--- src/rtl/ctrl_pkg.sv ---
// Shared definitions for the pipeline control unit: opcodes, select encodings
// and the per-stage control bundles that peel off as an instruction advances.
package ctrl_pkg;

  localparam logic [6:0] OP_R   = 7'b0110011;
  localparam logic [6:0] OP_I   = 7'b0010011;
  localparam logic [6:0] OP_LW  = 7'b0000011;
  localparam logic [6:0] OP_SW  = 7'b0100011;
  localparam logic [6:0] OP_BEQ = 7'b1100011;
  localparam logic [6:0] OP_JAL = 7'b1101111;
  localparam logic [6:0] OP_LUI = 7'b0110111;

  typedef enum logic [1:0] {
    ALU_ADD = 2'b00,
    ALU_SUB = 2'b01,
    ALU_R   = 2'b10,
    ALU_I   = 2'b11
  } aluOpE;

  typedef enum logic [1:0] {
    WB_ALU = 2'b00,
    WB_MEM = 2'b01,
    WB_PC4 = 2'b10
  } wbSelE;

  typedef enum logic [1:0] {
    FWD_NONE = 2'b00,
    FWD_WB   = 2'b01,
    FWD_MEM  = 2'b10
  } fwdSelE;

  // Nested so each stage register keeps only the fields still needed downstream.
  typedef struct packed {
    logic  regWrite;
    wbSelE wbSel;
  } wbCtrlT;

  typedef struct packed {
    logic   memRead;
    logic   memWrite;
    wbCtrlT wb;
  } memCtrlT;

  typedef struct packed {
    aluOpE   aluOp;
    logic    aluSrc;
    memCtrlT mem;
  } exCtrlT;

  typedef struct packed {
    logic   branch;
    logic   jump;
    exCtrlT ex;
  } ctrlBundleT;

  // The nearer producer (MEM) carries the newer value, so it wins over WB.
  function automatic fwdSelE fwdSelect(input logic memHit, input logic wbHit);
    if (memHit)     return FWD_MEM;
    else if (wbHit) return FWD_WB;
    else            return FWD_NONE;
  endfunction

endpackage

--- src/rtl/pipe_ctrl_unit_if.sv ---
// Handshake between the ID-stage datapath and the control unit: decoded fields in,
// stall/flush/forwarding controls and per-stage control bundles out.
interface pipe_ctrl_unit_if #(
  parameter int RAW     = 5,
  parameter int ALUOP_W = 2
);
  logic [6:0]         op_i;
  logic [RAW-1:0]     rs1_i;
  logic [RAW-1:0]     rs2_i;
  logic [RAW-1:0]     rd_i;
  logic               eq_i;
  logic               mem_stall_i;

  logic               pc_write_o;
  logic               ifid_write_o;
  logic               ifid_flush_o;
  logic               id_jump_o;
  logic [ALUOP_W-1:0] ex_aluop_o;
  logic               ex_alusrc_o;
  logic [1:0]         fwd_a_o;
  logic [1:0]         fwd_b_o;
  logic               mem_read_o;
  logic               mem_write_o;
  logic               wb_regwrite_o;
  logic [1:0]         wb_sel_o;
  logic [RAW-1:0]     wb_rd_o;

  // Datapath side: supplies ID fields, consumes controls.
  modport master (
    output op_i, rs1_i, rs2_i, rd_i, eq_i, mem_stall_i,
    input  pc_write_o, ifid_write_o, ifid_flush_o, id_jump_o,
           ex_aluop_o, ex_alusrc_o, fwd_a_o, fwd_b_o,
           mem_read_o, mem_write_o, wb_regwrite_o, wb_sel_o, wb_rd_o
  );

  // Control-unit side.
  modport slave (
    input  op_i, rs1_i, rs2_i, rd_i, eq_i, mem_stall_i,
    output pc_write_o, ifid_write_o, ifid_flush_o, id_jump_o,
           ex_aluop_o, ex_alusrc_o, fwd_a_o, fwd_b_o,
           mem_read_o, mem_write_o, wb_regwrite_o, wb_sel_o, wb_rd_o
  );
endinterface

--- src/rtl/ctrl_decoder.sv ---
// ID-stage opcode decode into the control bundle plus source-register use flags.
module ctrl_decoder
  import ctrl_pkg::*;
#(
  parameter bit EXT_ISA = 1'b1
) (
  input  logic [6:0] op,
  output ctrlBundleT ctrl,
  output logic       usesRs1,
  output logic       usesRs2
);

  always_comb begin
    // NOTE: every output gets a default before the case, so no path can infer a latch.
    ctrl    = '0;
    usesRs1 = 1'b0;
    usesRs2 = 1'b0;
    case (op)
      OP_R: begin
        ctrl.ex.aluOp           = ALU_R;
        ctrl.ex.mem.wb.regWrite = 1'b1;
        usesRs1                 = 1'b1;
        usesRs2                 = 1'b1;
      end
      OP_I: begin
        ctrl.ex.aluOp           = ALU_I;
        ctrl.ex.aluSrc          = 1'b1;
        ctrl.ex.mem.wb.regWrite = 1'b1;
        usesRs1                 = 1'b1;
      end
      OP_LW: begin
        ctrl.ex.aluOp           = ALU_ADD;
        ctrl.ex.aluSrc          = 1'b1;
        ctrl.ex.mem.memRead     = 1'b1;
        ctrl.ex.mem.wb.regWrite = 1'b1;
        ctrl.ex.mem.wb.wbSel    = WB_MEM;
        usesRs1                 = 1'b1;
      end
      OP_SW: begin
        ctrl.ex.aluOp           = ALU_ADD;
        ctrl.ex.aluSrc          = 1'b1;
        ctrl.ex.mem.memWrite    = 1'b1;
        usesRs1                 = 1'b1;
        usesRs2                 = 1'b1;
      end
      OP_BEQ: begin
        ctrl.ex.aluOp           = ALU_SUB;
        ctrl.branch             = 1'b1;
        usesRs1                 = 1'b1;
        usesRs2                 = 1'b1;
      end
      OP_JAL: begin
        if (EXT_ISA) begin
          ctrl.jump               = 1'b1;
          ctrl.ex.mem.wb.regWrite = 1'b1;
          ctrl.ex.mem.wb.wbSel    = WB_PC4;
        end
      end
      OP_LUI: begin
        if (EXT_ISA) begin
          ctrl.ex.aluOp           = ALU_ADD;
          ctrl.ex.aluSrc          = 1'b1;
          ctrl.ex.mem.wb.regWrite = 1'b1;
        end
      end
      default: ;
    endcase
  end

endmodule

--- src/rtl/pipe_ctrl_unit.sv ---
// Pipelined control and hazard unit: decodes in ID, carries control through
// ID/EX, EX/MEM, MEM/WB, and produces stall, flush and EX forwarding selects.
module pipe_ctrl_unit
  import ctrl_pkg::*;
#(
  parameter int RAW     = 5,
  parameter int ALUOP_W = 2,
  parameter bit EXT_ISA = 1'b1
) (
  input  logic            clk_i,
  input  logic            rst_i,
  pipe_ctrl_unit_if.slave bus
);

  ctrlBundleT idCtrl;
  logic       usesRs1;
  logic       usesRs2;

  ctrl_decoder #(.EXT_ISA(EXT_ISA)) uDecoder (
    .op      (bus.op_i),
    .ctrl    (idCtrl),
    .usesRs1 (usesRs1),
    .usesRs2 (usesRs2)
  );

  exCtrlT         exCtrl;
  logic [RAW-1:0] exRd;
  logic [RAW-1:0] exRs1;
  logic [RAW-1:0] exRs2;
  memCtrlT        memCtrl;
  logic [RAW-1:0] memRd;
  wbCtrlT         wbCtrl;
  logic [RAW-1:0] wbRd;

  // A source is live only when the opcode reads it and it is not x0.
  logic rs1Live;
  logic rs2Live;
  logic exHitsSrc;
  logic memHitsSrc;
  logic loadUse;
  logic brHaz;
  logic stall;
  logic advance;

  assign rs1Live    = usesRs1 && (bus.rs1_i != '0);
  assign rs2Live    = usesRs2 && (bus.rs2_i != '0);
  assign exHitsSrc  = (rs1Live && (exRd  == bus.rs1_i)) || (rs2Live && (exRd  == bus.rs2_i));
  assign memHitsSrc = (rs1Live && (memRd == bus.rs1_i)) || (rs2Live && (memRd == bus.rs2_i));

  // beq compares in ID, so it must also wait for an ALU result still in EX and
  // for load data that has not yet left MEM.
  assign loadUse = exCtrl.mem.memRead && exHitsSrc;
  assign brHaz   = idCtrl.branch &&
                   ((exCtrl.mem.wb.regWrite && exHitsSrc) || (memCtrl.memRead && memHitsSrc));
  assign stall   = loadUse || brHaz;
  assign advance = !bus.mem_stall_i && !stall;

  assign bus.pc_write_o   = advance;
  assign bus.ifid_write_o = advance;
  assign bus.ifid_flush_o = advance && ((idCtrl.branch && bus.eq_i) || idCtrl.jump);
  assign bus.id_jump_o    = idCtrl.jump;

  always_ff @(posedge clk_i or posedge rst_i) begin
    if (rst_i) begin
      // NOTE: these are a handful of flops rather than a memory, so all get the async reset.
      exCtrl  <= '0;
      exRd    <= '0;
      exRs1   <= '0;
      exRs2   <= '0;
      memCtrl <= '0;
      memRd   <= '0;
      wbCtrl  <= '0;
      wbRd    <= '0;
    end else if (!bus.mem_stall_i) begin
      // NOTE: non-blocking, so each stage captures the pre-edge value of the stage before it.
      if (stall) begin
        exCtrl <= '0;
        exRd   <= '0;
        exRs1  <= '0;
        exRs2  <= '0;
      end else begin
        exCtrl <= idCtrl.ex;
        exRd   <= bus.rd_i;
        exRs1  <= bus.rs1_i;
        exRs2  <= bus.rs2_i;
      end
      memCtrl <= exCtrl.mem;
      memRd   <= exRd;
      wbCtrl  <= memCtrl.wb;
      wbRd    <= memRd;
    end
  end

  logic memWritesReg;
  logic wbWritesReg;

  assign memWritesReg = memCtrl.wb.regWrite && (memRd != '0);
  assign wbWritesReg  = wbCtrl.regWrite && (wbRd != '0);

  assign bus.fwd_a_o = fwdSelect(memWritesReg && (memRd == exRs1), wbWritesReg && (wbRd == exRs1));
  assign bus.fwd_b_o = fwdSelect(memWritesReg && (memRd == exRs2), wbWritesReg && (wbRd == exRs2));

  assign bus.ex_aluop_o    = ALUOP_W'(exCtrl.aluOp);
  assign bus.ex_alusrc_o   = exCtrl.aluSrc;
  assign bus.mem_read_o    = memCtrl.memRead;
  assign bus.mem_write_o   = memCtrl.memWrite;
  assign bus.wb_regwrite_o = wbCtrl.regWrite;
  assign bus.wb_sel_o      = wbCtrl.wbSel;
  assign bus.wb_rd_o       = wbRd;

endmodule

--- src/flat_wrapper.sv ---
// flat-port wrapper written by rule: the top's interface ports become plain ports
module pipe_ctrl_unit_flat import ctrl_pkg::*;
#(
  parameter int RAW     = 5,
  parameter int ALUOP_W = 2,
  parameter bit EXT_ISA = 1'b1
)
  (clk_i, rst_i, bus_op_i, bus_rs1_i, bus_rs2_i, bus_rd_i, bus_eq_i, bus_mem_stall_i, bus_pc_write_o, bus_ifid_write_o, bus_ifid_flush_o, bus_id_jump_o, bus_ex_aluop_o, bus_ex_alusrc_o, bus_fwd_a_o, bus_fwd_b_o, bus_mem_read_o, bus_mem_write_o, bus_wb_regwrite_o, bus_wb_sel_o, bus_wb_rd_o);
  pipe_ctrl_unit_if #(.RAW(RAW), .ALUOP_W(ALUOP_W)) bus_i ();
  input  logic clk_i;
  input  logic rst_i;
  input wire logic [$bits(bus_i.op_i)-1:0] bus_op_i;
  input wire logic [$bits(bus_i.rs1_i)-1:0] bus_rs1_i;
  input wire logic [$bits(bus_i.rs2_i)-1:0] bus_rs2_i;
  input wire logic [$bits(bus_i.rd_i)-1:0] bus_rd_i;
  input wire logic [$bits(bus_i.eq_i)-1:0] bus_eq_i;
  input wire logic [$bits(bus_i.mem_stall_i)-1:0] bus_mem_stall_i;
  output wire logic [$bits(bus_i.pc_write_o)-1:0] bus_pc_write_o;
  output wire logic [$bits(bus_i.ifid_write_o)-1:0] bus_ifid_write_o;
  output wire logic [$bits(bus_i.ifid_flush_o)-1:0] bus_ifid_flush_o;
  output wire logic [$bits(bus_i.id_jump_o)-1:0] bus_id_jump_o;
  output wire logic [$bits(bus_i.ex_aluop_o)-1:0] bus_ex_aluop_o;
  output wire logic [$bits(bus_i.ex_alusrc_o)-1:0] bus_ex_alusrc_o;
  output wire logic [$bits(bus_i.fwd_a_o)-1:0] bus_fwd_a_o;
  output wire logic [$bits(bus_i.fwd_b_o)-1:0] bus_fwd_b_o;
  output wire logic [$bits(bus_i.mem_read_o)-1:0] bus_mem_read_o;
  output wire logic [$bits(bus_i.mem_write_o)-1:0] bus_mem_write_o;
  output wire logic [$bits(bus_i.wb_regwrite_o)-1:0] bus_wb_regwrite_o;
  output wire logic [$bits(bus_i.wb_sel_o)-1:0] bus_wb_sel_o;
  output wire logic [$bits(bus_i.wb_rd_o)-1:0] bus_wb_rd_o;
  assign bus_i.op_i = bus_op_i;
  assign bus_i.rs1_i = bus_rs1_i;
  assign bus_i.rs2_i = bus_rs2_i;
  assign bus_i.rd_i = bus_rd_i;
  assign bus_i.eq_i = bus_eq_i;
  assign bus_i.mem_stall_i = bus_mem_stall_i;
  assign bus_pc_write_o = bus_i.pc_write_o;
  assign bus_ifid_write_o = bus_i.ifid_write_o;
  assign bus_ifid_flush_o = bus_i.ifid_flush_o;
  assign bus_id_jump_o = bus_i.id_jump_o;
  assign bus_ex_aluop_o = bus_i.ex_aluop_o;
  assign bus_ex_alusrc_o = bus_i.ex_alusrc_o;
  assign bus_fwd_a_o = bus_i.fwd_a_o;
  assign bus_fwd_b_o = bus_i.fwd_b_o;
  assign bus_mem_read_o = bus_i.mem_read_o;
  assign bus_mem_write_o = bus_i.mem_write_o;
  assign bus_wb_regwrite_o = bus_i.wb_regwrite_o;
  assign bus_wb_sel_o = bus_i.wb_sel_o;
  assign bus_wb_rd_o = bus_i.wb_rd_o;
  pipe_ctrl_unit #(.RAW(RAW), .ALUOP_W(ALUOP_W), .EXT_ISA(EXT_ISA)) u_core (.clk_i(clk_i), .rst_i(rst_i), .bus(bus_i));
endmodule
--- config.mk ---
export PLATFORM = sky130hd
export DESIGN_NAME = pipe_ctrl_unit_flat
export DESIGN_NICKNAME = d
export VERILOG_FILES = /design/src/rtl/ctrl_pkg.sv /design/src/rtl/pipe_ctrl_unit_if.sv /design/src/rtl/ctrl_decoder.sv /design/src/rtl/pipe_ctrl_unit.sv /design/src/flat_wrapper.sv
export SDC_FILE = /design/constraint.sdc
export NUM_CORES = 1
export LEC_CHECK = 0
export CORE_MARGIN = 8
export CORE_UTILIZATION = 30
export DETAILED_ROUTE_END_ITERATION = 8
export PLACE_DENSITY = 0.58
export RECOVER_POWER = 50
export SLEW_MARGIN = 20
export SYNTH_ARGS = -nofsm -noshare
export SYNTH_HDL_FRONTEND = slang
export SYNTH_SLANG_ARGS = --single-unit
--- constraint.sdc ---
create_clock -name clk_i -period 2.41 [get_ports clk_i]
set_input_delay 0.241 -clock clk_i [delete_from_list [all_inputs] [get_ports clk_i]]
set_output_delay 0.241 -clock clk_i [all_outputs]
set_load 0.01 [all_outputs]
==> results.tsv, run 1 <==
stage	metric	value	unit
outcome	outcome	finished clean	
floorplan	Starting Density	30.8	%
yosys	warning count from the yosys run	0	
timing	period utilisation layout	96.3	%
final_layout	Final Non-Filler Cells	372	
yosys	register bit total from synthesis	39	
pwr	P_sw	0.490	mW
yosys	Avg Inst Size Synth	10.9	um2
final_layout	Storage cell area	981	um2
critical_path	startpoint types	flip-flop	
yosys	sequential area share after synthesis	43.9	%
critical_path	Critical Path RT	2.17	ns
timing	Period minus WS final	2.32	ns
pwr	Clk pwr share	32.0	%
pwr	Power Dens Cells	565	mW/mm2
final_layout	Multi-input gate area	0.00121	mm2
floorplan	Core Rows	31	
yosys	largest family of logic cells by synthesized area	XOR/XNOR gates	
global_route	GRT Resource Usage Total	12.2	%
floorplan	die span in x	102	um
flow_run	Max-Cap Viols	0	
yosys	mux share of post-synthesis cell area	9.11	%
timing	worst-margin pin slew	0.985	ns
placement	Cells after DPL	361	
yosys	Syn Nets	230	
yosys	prevailing post-synth register cell	dfrtp_1	
clock_network	clock root cell	clkbuf_8	
detailed_routing	initial drt markers	94	
global_route	first-pass GRT wire length	9940	um
yosys	post-synthesis compound-gate area fraction	11.8	%
worst_hold_path	Hold WC Path Type	in2reg	
clock_network	Max H-tree Level	2	
timing	relative slew slack	34.3	%
floorplan	full die area	0.0104	mm2
global_route	number of global-route vias before repair	1971	
detailed_routing	DR DRC count	0	
pwr	worst vdd ir	0.271	mV
yosys	EDFF count, synth	0	
detailed_routing	post-route ant nets	0	
yosys	Adder-Cell Fraction of Synth Area	0	%
final_layout	Antenna diodes	0	
placement	pre-CTS setup slack	-0.153	ns
yosys	Cell variety after synth	34	
pwr	P_leak	1.34	nW
detailed_routing	Via Count	1830	
detailed_routing	total routed wirelength	6190	um
yosys	Post-Synthesis Cells	204	
timing	Final Hold Violating Endpoints	0	
clock_network	total CTS buffers	5	
timing	Worst Skew	0.0103	ns
floorplan	core area	0.00721	mm2
global_route	initial antenna violation count	0	
yosys	simple-gate share of the synthesized area	13.8	%
yosys	Synth Area in XOR/XNOR	16.1	%
critical_path	Crit. End Element	output port	
detailed_routing	Avg WL per Cell	16.7	um
final_layout	Final #Nets	298	
placement	hpwl dp	4640	um
yosys	post-synthesis cell area	0.00222	mm2
pwr	net switching share of the total power	27.8	%
final_layout	share of cells above drive strength 1	29.3	%
pwr	Reg power frac	44.0	%
floorplan	boundary pin count	47	
global_route	largest net degree at the start of global routing	43	
placement	number of port buffers	46	
yosys	share of flip-flops with an asynchronous set or reset	100	%
detailed_routing	Pre-Repair DR Iteration Count	4	
timing	setup ws final	0.0897	ns
detailed_routing	drt via density	4.92	
yosys	Synth area leaders	dfrtp_1 44%, xor2_1 11%, mux2_2 9.1%	
yosys	Yosys top cell by area	dfrtp_1	
clock_network	CTS sink count	39	
final_layout	Fill cells	705	
clock_network	CTS Buffer Depth	2	
clock_network	clk slew on worst S/H paths	0.08	ns
final_layout	Area Growth Syn to Fin	40.4	%
floorplan	die span in y	102	um
timing	f_max	431	MHz
critical_path	worst-path fanout max	6	
clock_network	later-pin clock latency in the skew report	0.29	ns
critical_path	r2r setup slk	0.42	ns
timing	Max Slew Vio Count	0	
pwr	Internal Pwr Total	1.27	mW
timing	final setup fails	0	
pwr	Gate power share	24.0	%
critical_path	Setup CP Type	reg2out	
placement	routability-driven placement congestion ratio	0.851	
critical_path	CP arrival	2.08	ns
global_route	gr ovfl total	0	
yosys	top-area cell type share of the netlist area	43.9	%
clock_network	CTS tree	done	
## registers in the layout, indices dropped and copies added, names as in the netlist
signal	cells
u_core.bus.wb_rd_o	5
u_core.exRd	5
u_core.exRs1	5
u_core.exRs2	5
u_core.memRd	5
u_core.exCtrl	4
u_core.bus.ex_aluop_o	2
u_core.bus.wb_sel_o	2
u_core.memCtrl	2
u_core.bus.ex_alusrc_o	1
u_core.bus.mem_read_o	1
u_core.bus.mem_write_o	1
u_core.bus.wb_regwrite_o	1
## layout make-up
class	instances	share of cell area [%]
Sequential cell	39	31.4
Multi-Input combinational cell	146	38.7
Timing Repair Buffer	78	22.0
Tap cell	99	3.97
Clock inverter	2	1.12
Clock buffer	6	2.64
Inverter	2	0.240
## cell usage in the layout, fill, tap and decap left out, types with 4 or more instances in the layout
cell type	n
xnor2_1	14
dlygate4sd3_1	6
clkbuf_8	6
nor2_1	9
dfrtp_1	35
clkbuf_2	5
nand4_1	4
mux2_2	18
buf_4	30
xor2_1	27
nand3_1	4
o21ai_0	5
clkdlybuf4s50_1	32
a32o_1	16
nand2_1	14
dfrtp_2	4
## stage by stage
step / cell area, um2 / util (%) / setup TNS (ns) / power, mW / hold slack [ns]
floorplan: 2220 / - / 0 / 0.999 / 0.403
global placement: 2920 / 40.4 / -0.450 / 1.18 / 0.468
detailed placement: 2920 / 40.4 / -0.564 / 1.19 / 0.468
CTS: 3060 / 42.5 / 0 / 1.77 / 0.382
global route: 3120 / 43.3 / -0.000390 / 1.85 / 0.403
finish: 3120 / 43.3 / 0 / 1.76 / 0.403
## power by group through the flow
stage	logic [mW]	clock network, mW	registers, mW
3_5_place_dp	0.406	0	0.786
4_1_cts	0.414	0.581	0.774
5_1_grt	0.460	0.607	0.784
6_report	0.424	0.564	0.777
2_1_floorplan	0.227	0	0.772
3_3_place_gp	0.400	0	0.783
## layer usage
metal	wire length (um)	up-vias	track usage, %	part of all wire, %
met3	298	8	2.79	4.8
met2	2920	56	19.4	47
met5	0	-	0	0
met1	2880	898	15.7	46
met4	104	0	4.74	1.7
li1	-	868	-	-
## cells in the mapped netlist, types with 5 or more instances
| cell | count |
|---|---|
| nand2_1 | 14 |
| xor2_1 | 27 |
| nor2_1 | 10 |
| nor4_1 | 5 |
| dfrtp_1 | 39 |
| xnor2_1 | 14 |
| mux2_2 | 18 |
| nor3_1 | 6 |
| o21ai_0 | 6 |
| buf_2 | 5 |
| a32o_1 | 16 |
| clkbuf_1 | 5 |
## worst max-delay path: stages (launching register included)
cell           delay [ns]
dfrtp_1              0.39
buf_4                0.17
xor2_1               0.17
nor3_2               0.19
a41oi_2              0.14
o21a_1               0.13
buf_4                0.13
and2_2               0.17
dlygate4sd2_1        0.28
## kinds of logic (layout without fill, tap and decap cells)
group,Yosys count,after routing
compound gates,32,32
xor+xnor,41,41
buf+inv,19,88
flops,39,39
mux,18,18
simple gates,55,55
## final timing paths
check	from	cells past startpoint	to
min reg2reg	u_core.exCtrl[3]	2	u_core.exCtrl[3]
min	bus_rs2_i[2]	2	u_core.exRs2[2]
max	u_core.memRd[0]	8	bus_ifid_write_o
min in group asynchronous	rst_i	3	u_core.bus.wb_rd_o[1]
max reg2reg	u_core.memRd[0]	9	u_core.exRs2[4]
max in group asynchronous	rst_i	3	u_core.exRd[1]
## timing repair
item | CTS | global route
setup endpoints to repair | 7 | 7
resized for setup | 12 | 22
pin swaps | 0 | 4
buffers inserted | 2 | 1
hold buffers | 0 | 0
(Power assumes the default switching activity.)
==> run 2, diff against run 1 <==
--- a/config.mk
+++ b/config.mk
@@ -5,6 +5,7 @@
 export SDC_FILE = /design/constraint.sdc
 export NUM_CORES = 1
 export LEC_CHECK = 0
+export ABC_CLOCK_PERIOD_IN_PS = 2410
 export CORE_MARGIN = 8
 export CORE_UTILIZATION = 30
 export DETAILED_ROUTE_END_ITERATION = 8
==> results of run 2 <==
The final DEF is identical to that of run 1; final timing and power are the same.
==> run 3, diff against run 2 <==
--- a/config.mk
+++ b/config.mk
@@ -6,6 +6,7 @@
 export NUM_CORES = 1
 export LEC_CHECK = 0
 export ABC_CLOCK_PERIOD_IN_PS = 2410
+export CAP_MARGIN = 25
 export CORE_MARGIN = 8
 export CORE_UTILIZATION = 30
 export DETAILED_ROUTE_END_ITERATION = 8
==> results of run 3 <==
The final DEF is identical to that of run 1; final timing and power are the same.
